--- src/rtl/cba_multicycle_add_ctrl_pkg.sv ---
// Shared types and constants for the multicycle carry-bypass add controller.
package cba_multicycle_add_ctrl_pkg;

   localparam int CBA_BLOCK_LEN = 4;

   typedef enum logic [1:0] {
      CBA_ST_IDLE = 2'd0,
      CBA_ST_RUN  = 2'd1,
      CBA_ST_DONE = 2'd2
   } cba_state_e;

   // Slice index width; a single-slice build still needs a 1-bit index.
   function automatic int idx_width(input int n);
      return (n > 1) ? $clog2(n) : 1;
   endfunction

endpackage

--- src/rtl/cba_multicycle_add_ctrl_if.sv ---
// Operand/result handshake bundle between producer, adder controller and consumer.
interface cba_multicycle_add_ctrl_if #(
   parameter int W = 16
);
   logic         in_valid;
   logic         in_ready;
   logic [W-1:0] a;
   logic [W-1:0] b;
   logic         cin;
   logic         out_valid;
   logic         out_ready;
   logic [W-1:0] sum;
   logic         cout;

   modport master (
      output in_valid, a, b, cin, out_ready,
      input  in_ready, out_valid, sum, cout
   );

   modport slave (
      input  in_valid, a, b, cin, out_ready,
      output in_ready, out_valid, sum, cout
   );
endinterface

--- src/rtl/cba_multicycle_add_ctrl_adder.sv ---
// One carry-bypass adder slice: ripple carry with a bypass when every bit propagates.
module cba_multicycle_add_ctrl_adder #(
   parameter int BL = 4
) (
   input  logic [BL-1:0] a,
   input  logic [BL-1:0] b,
   input  logic          c,
   output logic [BL-1:0] sum,
   output logic          cout
);
   logic [BL:0]   carry;
   logic [BL-1:0] prop;

   assign carry[0] = c;

   generate
      for (genvar gi = 0; gi < BL; gi++) begin : g_bit
         assign prop[gi]      = a[gi] ^ b[gi];
         assign sum[gi]       = prop[gi] ^ carry[gi];
         assign carry[gi+1]   = (a[gi] & b[gi]) | (prop[gi] & carry[gi]);
      end
   endgenerate

   assign cout = (&prop) ? c : carry[BL];
endmodule

--- src/rtl/cba_multicycle_add_ctrl.sv ---
// Time-shares one adder slice across NUM_BLOCKS cycles, LSB slice first, with the
// inter-slice carry held in a register.
module cba_multicycle_add_ctrl
   import cba_multicycle_add_ctrl_pkg::*;
#(
   parameter int NUM_BLOCKS = 4,
   parameter int BLOCK_LEN  = CBA_BLOCK_LEN
) (
   input  logic                      clk,
   input  logic                      rst,
   cba_multicycle_add_ctrl_if.slave  bus
);
   localparam int W    = BLOCK_LEN * NUM_BLOCKS;
   localparam int IDXW = idx_width(NUM_BLOCKS);
   localparam logic [IDXW-1:0] LAST_IDX = IDXW'(NUM_BLOCKS - 1);

   cba_state_e             state_reg, state_next;
   logic [IDXW-1:0]        idx_reg;
   logic                   carry_reg;
   logic [W-1:0]           a_reg, b_reg;
   logic [W-1:0]           sum_reg;
   logic                   cout_reg;
   logic                   accept;
   logic                   in_ready_next;
   logic [BLOCK_LEN-1:0]   slice_a, slice_b, slice_sum;
   logic                   slice_cout;

   assign slice_a = a_reg[idx_reg*BLOCK_LEN +: BLOCK_LEN];
   assign slice_b = b_reg[idx_reg*BLOCK_LEN +: BLOCK_LEN];

   cba_multicycle_add_ctrl_adder #(.BL(BLOCK_LEN)) u_slice (
      slice_a, slice_b, carry_reg, slice_sum, slice_cout
   );

   always_comb begin
      state_next    = state_reg;
      in_ready_next = 1'b0;
      accept        = 1'b0;
      case (state_reg)
         CBA_ST_IDLE: begin
            in_ready_next = 1'b1;
            if (bus.in_valid) begin
               accept     = 1'b1;
               state_next = CBA_ST_RUN;
            end
         end
         CBA_ST_RUN: begin
            if (idx_reg == LAST_IDX) state_next = CBA_ST_DONE;
         end
         CBA_ST_DONE: begin
            // Handing off the result frees the block to take the next operands at once.
            if (bus.out_ready) begin
               in_ready_next = 1'b1;
               if (bus.in_valid) begin
                  accept     = 1'b1;
                  state_next = CBA_ST_RUN;
               end else begin
                  state_next = CBA_ST_IDLE;
               end
            end
         end
         default: state_next = CBA_ST_IDLE;
      endcase
   end

   always_ff @(posedge clk) begin
      if (rst) begin
         state_reg <= CBA_ST_IDLE;
         idx_reg   <= '0;
         carry_reg <= 1'b0;
         a_reg     <= '0;
         b_reg     <= '0;
         sum_reg   <= '0;
         cout_reg  <= 1'b0;
      end else begin
         state_reg <= state_next;
         if (accept) begin
            a_reg     <= bus.a;
            b_reg     <= bus.b;
            carry_reg <= bus.cin;
            idx_reg   <= '0;
         end
         if (state_reg == CBA_ST_RUN) begin
            sum_reg[idx_reg*BLOCK_LEN +: BLOCK_LEN] <= slice_sum;
            carry_reg <= slice_cout;
            if (idx_reg == LAST_IDX) cout_reg <= slice_cout;
            else                     idx_reg  <= idx_reg + 1'b1;
         end
      end
   end

   assign bus.in_ready  = in_ready_next;
   assign bus.out_valid = (state_reg == CBA_ST_DONE);
   assign bus.sum       = sum_reg;
   assign bus.cout      = cout_reg;
endmodule
--- src/flat_wrapper.sv ---
// flat-port wrapper written by rule: the top's interface ports become plain ports
module cba_multicycle_add_ctrl_flat import cba_multicycle_add_ctrl_pkg::*;
#(
   parameter int NUM_BLOCKS = 4,
   parameter int BLOCK_LEN  = CBA_BLOCK_LEN
)
  (clk, rst, bus_in_valid, bus_a, bus_b, bus_cin, bus_out_ready, bus_in_ready, bus_out_valid, bus_sum, bus_cout);
  cba_multicycle_add_ctrl_if bus_i ();
  input  logic clk;
  input  logic rst;
  input wire logic [$bits(bus_i.in_valid)-1:0] bus_in_valid;
  input wire logic [$bits(bus_i.a)-1:0] bus_a;
  input wire logic [$bits(bus_i.b)-1:0] bus_b;
  input wire logic [$bits(bus_i.cin)-1:0] bus_cin;
  input wire logic [$bits(bus_i.out_ready)-1:0] bus_out_ready;
  output wire logic [$bits(bus_i.in_ready)-1:0] bus_in_ready;
  output wire logic [$bits(bus_i.out_valid)-1:0] bus_out_valid;
  output wire logic [$bits(bus_i.sum)-1:0] bus_sum;
  output wire logic [$bits(bus_i.cout)-1:0] bus_cout;
  assign bus_i.in_valid = bus_in_valid;
  assign bus_i.a = bus_a;
  assign bus_i.b = bus_b;
  assign bus_i.cin = bus_cin;
  assign bus_i.out_ready = bus_out_ready;
  assign bus_in_ready = bus_i.in_ready;
  assign bus_out_valid = bus_i.out_valid;
  assign bus_sum = bus_i.sum;
  assign bus_cout = bus_i.cout;
  cba_multicycle_add_ctrl #(.NUM_BLOCKS(NUM_BLOCKS), .BLOCK_LEN(BLOCK_LEN)) u_core (.clk(clk), .rst(rst), .bus(bus_i));
endmodule
--- config.mk ---
export PLATFORM = sky130hd
export DESIGN_NAME = cba_multicycle_add_ctrl_flat
export DESIGN_NICKNAME = d
export VERILOG_FILES = /design/src/rtl/cba_multicycle_add_ctrl_pkg.sv /design/src/rtl/cba_multicycle_add_ctrl_if.sv /design/src/rtl/cba_multicycle_add_ctrl_adder.sv /design/src/rtl/cba_multicycle_add_ctrl.sv /design/src/flat_wrapper.sv
export SDC_FILE = /design/constraint.sdc
export NUM_CORES = 1
export LEC_CHECK = 0
export CELL_PAD_IN_SITES_DETAIL_PLACEMENT = 1
export CELL_PAD_IN_SITES_GLOBAL_PLACEMENT = 2
export CORE_MARGIN = 2
export CORE_UTILIZATION = 30
export DETAILED_ROUTE_END_ITERATION = 8
export GPL_TIMING_DRIVEN = 0
export PLACE_DENSITY = 0.82
export SETUP_SLACK_MARGIN = 0.3
export SKIP_LAST_GASP = 1
export SLEW_MARGIN = 20
export SYNTH_ARGS = -nofsm -noshare
export SYNTH_HDL_FRONTEND = slang
export SYNTH_SLANG_ARGS = --single-unit
--- constraint.sdc ---
create_clock -name clk -period 4.49 [get_ports clk]
set_input_delay 0.449 -clock clk [delete_from_list [all_inputs] [get_ports clk]]
set_output_delay 0.449 -clock clk [all_outputs]
set_load 0.01 [all_outputs]
* After elaboration in Yosys (flattened, before gate mapping)
Index checks and enable logic that the tools add are counted.
Storage, ports and cells: flip-flop bits (word level) 54, input bits 37, output and inout port bits 19, logic and storage cells 61
Cells by class: $add $sub $neg 2, equal/unequal tests 6, shift-type cells 4, mux-type cells 17, bitwise operators 20, reduce and logical (&&, ||, !) cells 5
Operators with widths (number):
- $neg 4->34 | 1
- $shift 4x34->16 const A | 1
- $shiftx 4x34->16 | 1
- $shiftx 16x5->4 | 2
- $bwmux 16 | 1
- $mux 2 | 6
- $and 1x1->1 | 8
- $xor 1x1->1 | 8
- $mux 1 | 7
- $ne 2x2->1 const B | 3
- $pmux 2 s3 | 1
- $eq 2x2->1 const B | 2
- $or 1x1->1 | 4
- $pmux 1 s2 | 2
- $reduce_and 4->1 | 1
- $reduce_and 3->1 | 1
- $add 2x1->2 const B | 1
- $eq 2x1->1 const B | 1
- $logic_not 2->1 | 1
- $reduce_and 2->1 | 1
- $reduce_bool 2->1 | 1

* Logic depth before layout (Yosys ltp)
word-level depth 12, depth in mapped cells 11, depth with buffers taken out 10

* Cells and area by module
From an unflattened synthesis, not the netlist that was laid out.
Second synthesis, totals: cells, all modules 294, area total of the unflattened synthesis 2566.2 sq um
By module, submodules not included:
- cba_multicycle_add_ctrl | times used 1, cells each 275, area an instance 2386.0 sq um, sequential area each 1081.0 sq um
- cba_multicycle_add_ctrl_adder | times used 1, cells each 19, area an instance 180.2 sq um, sequential area each 0.0 sq um

* Worst setup path before layout
OpenSTA, ideal clock, no wires.
path kind register to register, start point register u_core.idx_reg[0], end point register u_core.carry_reg, setup time 128 ps, data arrival time 2963 ps, required time 4362 ps, setup slack 1399 ps, stages on the path, launching flop included 12, buffers on the path 1, period minus slack after synthesis 3091 ps, cell sequence dfxtp_1 > buf_6 > mux4_2 > fa_1 > inv_1 > fa_1 > fa_1 > inv_1 > fa_1 > mux2_2 > a222oi_1 > nor2_1
On the way: cells in the longest elaborated chain, start to end 12, elaborated cells between the ends (all ways) 21, classes of those cells shift: 2; mux: 2; bitwise: 16; reduce/logical: 1
Ends and longest elaborated chain:
- from (decl) | RTL line cba_multicycle_add_ctrl.sv:18 | logic [IDXW-1:0] idx_reg;
- from (signal assigned) | RTL line cba_multicycle_add_ctrl.sv:87 | else idx_reg <= idx_reg + 1'b1;
- $shiftx 16x5->4, on equally long branches | RTL line cba_multicycle_add_ctrl.sv:28, cba_multicycle_add_ctrl.sv:29
- $xor 1x1->1 | RTL line cba_multicycle_add_ctrl_adder.sv:18 | assign prop[gi] = a[gi] ^ b[gi];
- $and 1x1->1 | RTL line cba_multicycle_add_ctrl_adder.sv:20 | assign carry[gi+1] = (a[gi] & b[gi]) | (prop[gi] & carry[gi]);
- $or 1x1->1 | RTL line cba_multicycle_add_ctrl_adder.sv:20
- $and 1x1->1 | RTL line cba_multicycle_add_ctrl_adder.sv:20
- $or 1x1->1 | RTL line cba_multicycle_add_ctrl_adder.sv:20
- $and 1x1->1 | RTL line cba_multicycle_add_ctrl_adder.sv:20
- $or 1x1->1 | RTL line cba_multicycle_add_ctrl_adder.sv:20
- $and 1x1->1 | RTL line cba_multicycle_add_ctrl_adder.sv:20
- $or 1x1->1 | RTL line cba_multicycle_add_ctrl_adder.sv:20
- $mux 1 (*) | RTL line cba_multicycle_add_ctrl_adder.sv:24 | assign cout = (&prop) ? c : carry[BL];
- $mux 1 (*) | RTL line cba_multicycle_add_ctrl.sv:83 | if (state_reg == CBA_ST_RUN) begin
- to (signal assigned) | RTL line cba_multicycle_add_ctrl.sv:80 | carry_reg <= bus.cin;
- to (signal assigned) | RTL line cba_multicycle_add_ctrl.sv:85 | carry_reg <= slice_cout;
- to (decl) | RTL line cba_multicycle_add_ctrl.sv:19 | logic carry_reg;
Every way passes the cells marked *; elsewhere a longest branch is shown, timed or not. A chain may end at the register's enable or synchronous reset.

* Worst setup path in the final report
start point register u_core.idx_reg[1], end point register u_core.carry_reg
Same word-level chain as after synthesis.

==> results.cfg <==
[outcome]
status = finished clean

[floorplanning]
start_util_pct = 30.5
dieArea_mm2 = 0.00896
coreArea_mm2 = 0.00809
io_pins = 56
rows = 33
die_w_um = 94.7
die_y_um = 94.7

[clock_network]
cts_buffers = 5
cts.htree.levels = 2
post_cts_buffers = 0
cts_tree = yes
clkTransAtPathRegs_ps = 100
clockRootBuffer = clkbuf_8
cts_resized = 0
numClockSinks = 54
holdBufCountCts = 0
clockBufferDepth = 2
clk_latency_ps = 300

[sta]
maxSlewViolCount = 0
fmax_ghz = 0.289
period_needed_ps = 3470
final.setup.tns_ps = 0
rsz0062_at_grt = no
worst_slew_pin_slew_ps = 696
slew_headroom_pct = 53.6
hold_slack_ps = 459
setup_viol = 0
fin_crit_sh_pct = 77.2
clock_skew_ps = 10.3
hold_viol_final = 0

[yosys]
synth-seq-area-share_pct = 43.8
synthesis.area_mm2 = 0.00247
synthCells = 268
synth_fp_nets = 319
yosysWarnings = 0
synth_fa_ha_area_share_pct = 8.32
synth_edf_count = 0
synth_simple_gate_area_share_pct = 20.9
avgSynthCellArea_um2 = 9.20
synth.distinct_cells = 27
synth-seq-cells = 54
synth_compound_area_share_pct = 13.2
yosys-mux-area-fraction_pct = 7.76
synth-main-ff-cell = dfxtp_1
synth_top_family_by_area = simple AND/OR/NAND/NOR gates
synth-async-reset-ratio_pct = 0
synth_xor_area_share_pct = 0

[flow_run]
cap_violations = 0

[placed_design]
io_buffers = 54
dp_hpwl_mm = 4.76
routabilityCongestion = 0.754

[setup_path]
crit_arrival_ps = 3640
cp_common_cell = fa_1
cp-end-kind = flip-flop
crit_family = adder cells
r2r-end = u_core.carry_reg$_SDFFE_PP0P_
crit_fanout = 10
worstPathBufferInverterCount = 3
crit_path_max_incr_delay_ps = 560
r2r_start = u_core.idx_reg[1]$_SDFF_PP0_
required_ps = 4660
rr_worst_depth = 11
critical_path_class = reg -> reg
start_kind = flip-flop
crit_chain = clkbuf_1 > mux4_2 > fa_1 > inv_1 > fa_1 > fa_1 > inv_1 > fa_1 > mux2_2 > a222oi_1 > nor2_1
crit_start = u_core.idx_reg[1]$_SDFF_PP0_
setup.worst_path.end = u_core.carry_reg$_SDFFE_PP0P_
reg2reg_slack_ps = 1020
cp_slowest_cell = clkbuf_1
cp_num_cells = 11

[global_route]
grt_overflow_total = 0
grt_start_max_net_pins = 16
antenna_found_initial = 0
grt_usage_pct = 15.6
first_global_vias = 2128
grt_pass1_wl_mm = 10.6

[power]
pwr-share-seq_pct = 50.1
p_switching_uw = 260
power_density_mw_per_mm2 = 315
clkPwrFrac_pct = 32.5
swShare_pct = 25.3
power_frac_comb_pct = 17.4
ir_worst_vdd_mv = 0.159
p_int_uw = 765
p_leak_nw = 1.22

[worst_hold_path]
holdPathStages = 2
hold_class = reg -> reg

[finish]
mostFrequentLayoutCells = nand2_1 (72), clkdlybuf4s50_1 (54), dfxtp_1 (54)
final_common_cell = nand2_1
area_delta_synth_final_pct = 31.8
layout-drive-gt1-share_pct = 9.12
diodes = 0
layout.nets = 380

[route]
drt-initial-drc-count = 66
wirelength_mm = 6.36
vias_per_cell = 4.75
vias = 2062
wl_per_cell_um = 14.7
ant_nets = 0
dr.pass1.iters = 4
drc = 0
## cell usage after synthesis, types with 2 or more instances
master / number / share of area, %
buf_6: 6 / 2.7
nand2b_1: 3 / 0.76
mux4_2: 8 / 7.3
a22oi_1: 17 / 5.2
buf_2: 3 / 0.61
nor2b_1: 2 / 0.51
dfxtp_1: 54 / 44
ha_1: 10 / 5.1
fa_1: 4 / 3.2
nor4b_4: 2 / 1.9
a21oi_1: 36 / 7.3
and3_1: 2 / 0.51
inv_1: 10 / 1.5
nor2_1: 21 / 3.2
nand2_1: 72 / 11
clkbuf_1: 7 / 1.1
## metrics by stage
stage | setup WS (ps) | instance area, µm² | utilization, % | cells | total power [mW]
2_1_floorplan | 1400 | 2470 | - | 268 | 0.629
3_3_place_gp | 1110 | 3140 | 38.8 | 427 | 0.703
3_5_place_dp | 1060 | 3140 | 38.8 | 427 | 0.706
4_1_cts | 1000 | 3250 | 40.2 | 434 | 1.04
5_1_grt | 811 | 3250 | 40.2 | 434 | 1.08
6_report | 1020 | 3250 | 40.2 | 434 | 1.02
## metal layers
layer	track usage [%]	share of wire [%]	up-vias
li1	-	-	1027
met1	19.9	46	984
met2	27.0	49	43
met3	2.71	3.6	8
met4	4.83	1.8	0
met5	0	0	-
## cells by family (layout without fill, tap and decap cells)
family	Yosys count	count (layout)
and+or+nand+nor	110	110
DFF	54	54
muxes	9	9
adders and majority gates	14	14
buffers and inverters	26	87
AOI/OAI and AO/OA	55	55
## worst min-delay path by stage
stage	start	end	slack, ps
after floorplan	u_core.a_reg[10]$_SDFFE_PP0P_	u_core.a_reg[10]$_SDFFE_PP0P_	430
after global placement	u_core.b_reg[2]$_SDFFE_PP0P_	u_core.b_reg[2]$_SDFFE_PP0P_	440
after detailed placement	u_core.a_reg[12]$_SDFFE_PP0P_	u_core.a_reg[12]$_SDFFE_PP0P_	450
after CTS	u_core.b_reg[11]$_SDFFE_PP0P_	u_core.b_reg[11]$_SDFFE_PP0P_	460
after global routing	u_core.b_reg[11]$_SDFFE_PP0P_	u_core.b_reg[11]$_SDFFE_PP0P_	480
final	u_core.a_reg[15]$_SDFFE_PP0P_	u_core.a_reg[15]$_SDFFE_PP0P_	460
## tightest hold or removal path, delay by kind of cell (launching register included)
| kind | cells | cell delay (ps) |
|---|---|---|
| compound gates | 1 | 50 |
| simple gates | 1 | 50 |
| flops | 1 | 320 |
## area by class of cell
cell class	instances	area, µm²
sequential	54	1080
tap	105	131
multi-input combinational	188	1240
buffer	16	109
clock inverter	1	30.0
inverter	10	37.5
clock buffer	6	82.6
fill	950	4840
timing repair buffer	54	541
## power by group through the flow
stage | Clock, mW | Sequential, mW | Combinational [mW]
floorplan | 0 | 0.522 | 0.107
global placement | 0 | 0.524 | 0.178
detailed placement | 0 | 0.526 | 0.180
CTS | 0.343 | 0.514 | 0.182
global route | 0.364 | 0.518 | 0.198
finish | 0.333 | 0.514 | 0.178
Note: power is estimated with default switching activity, not from simulation.
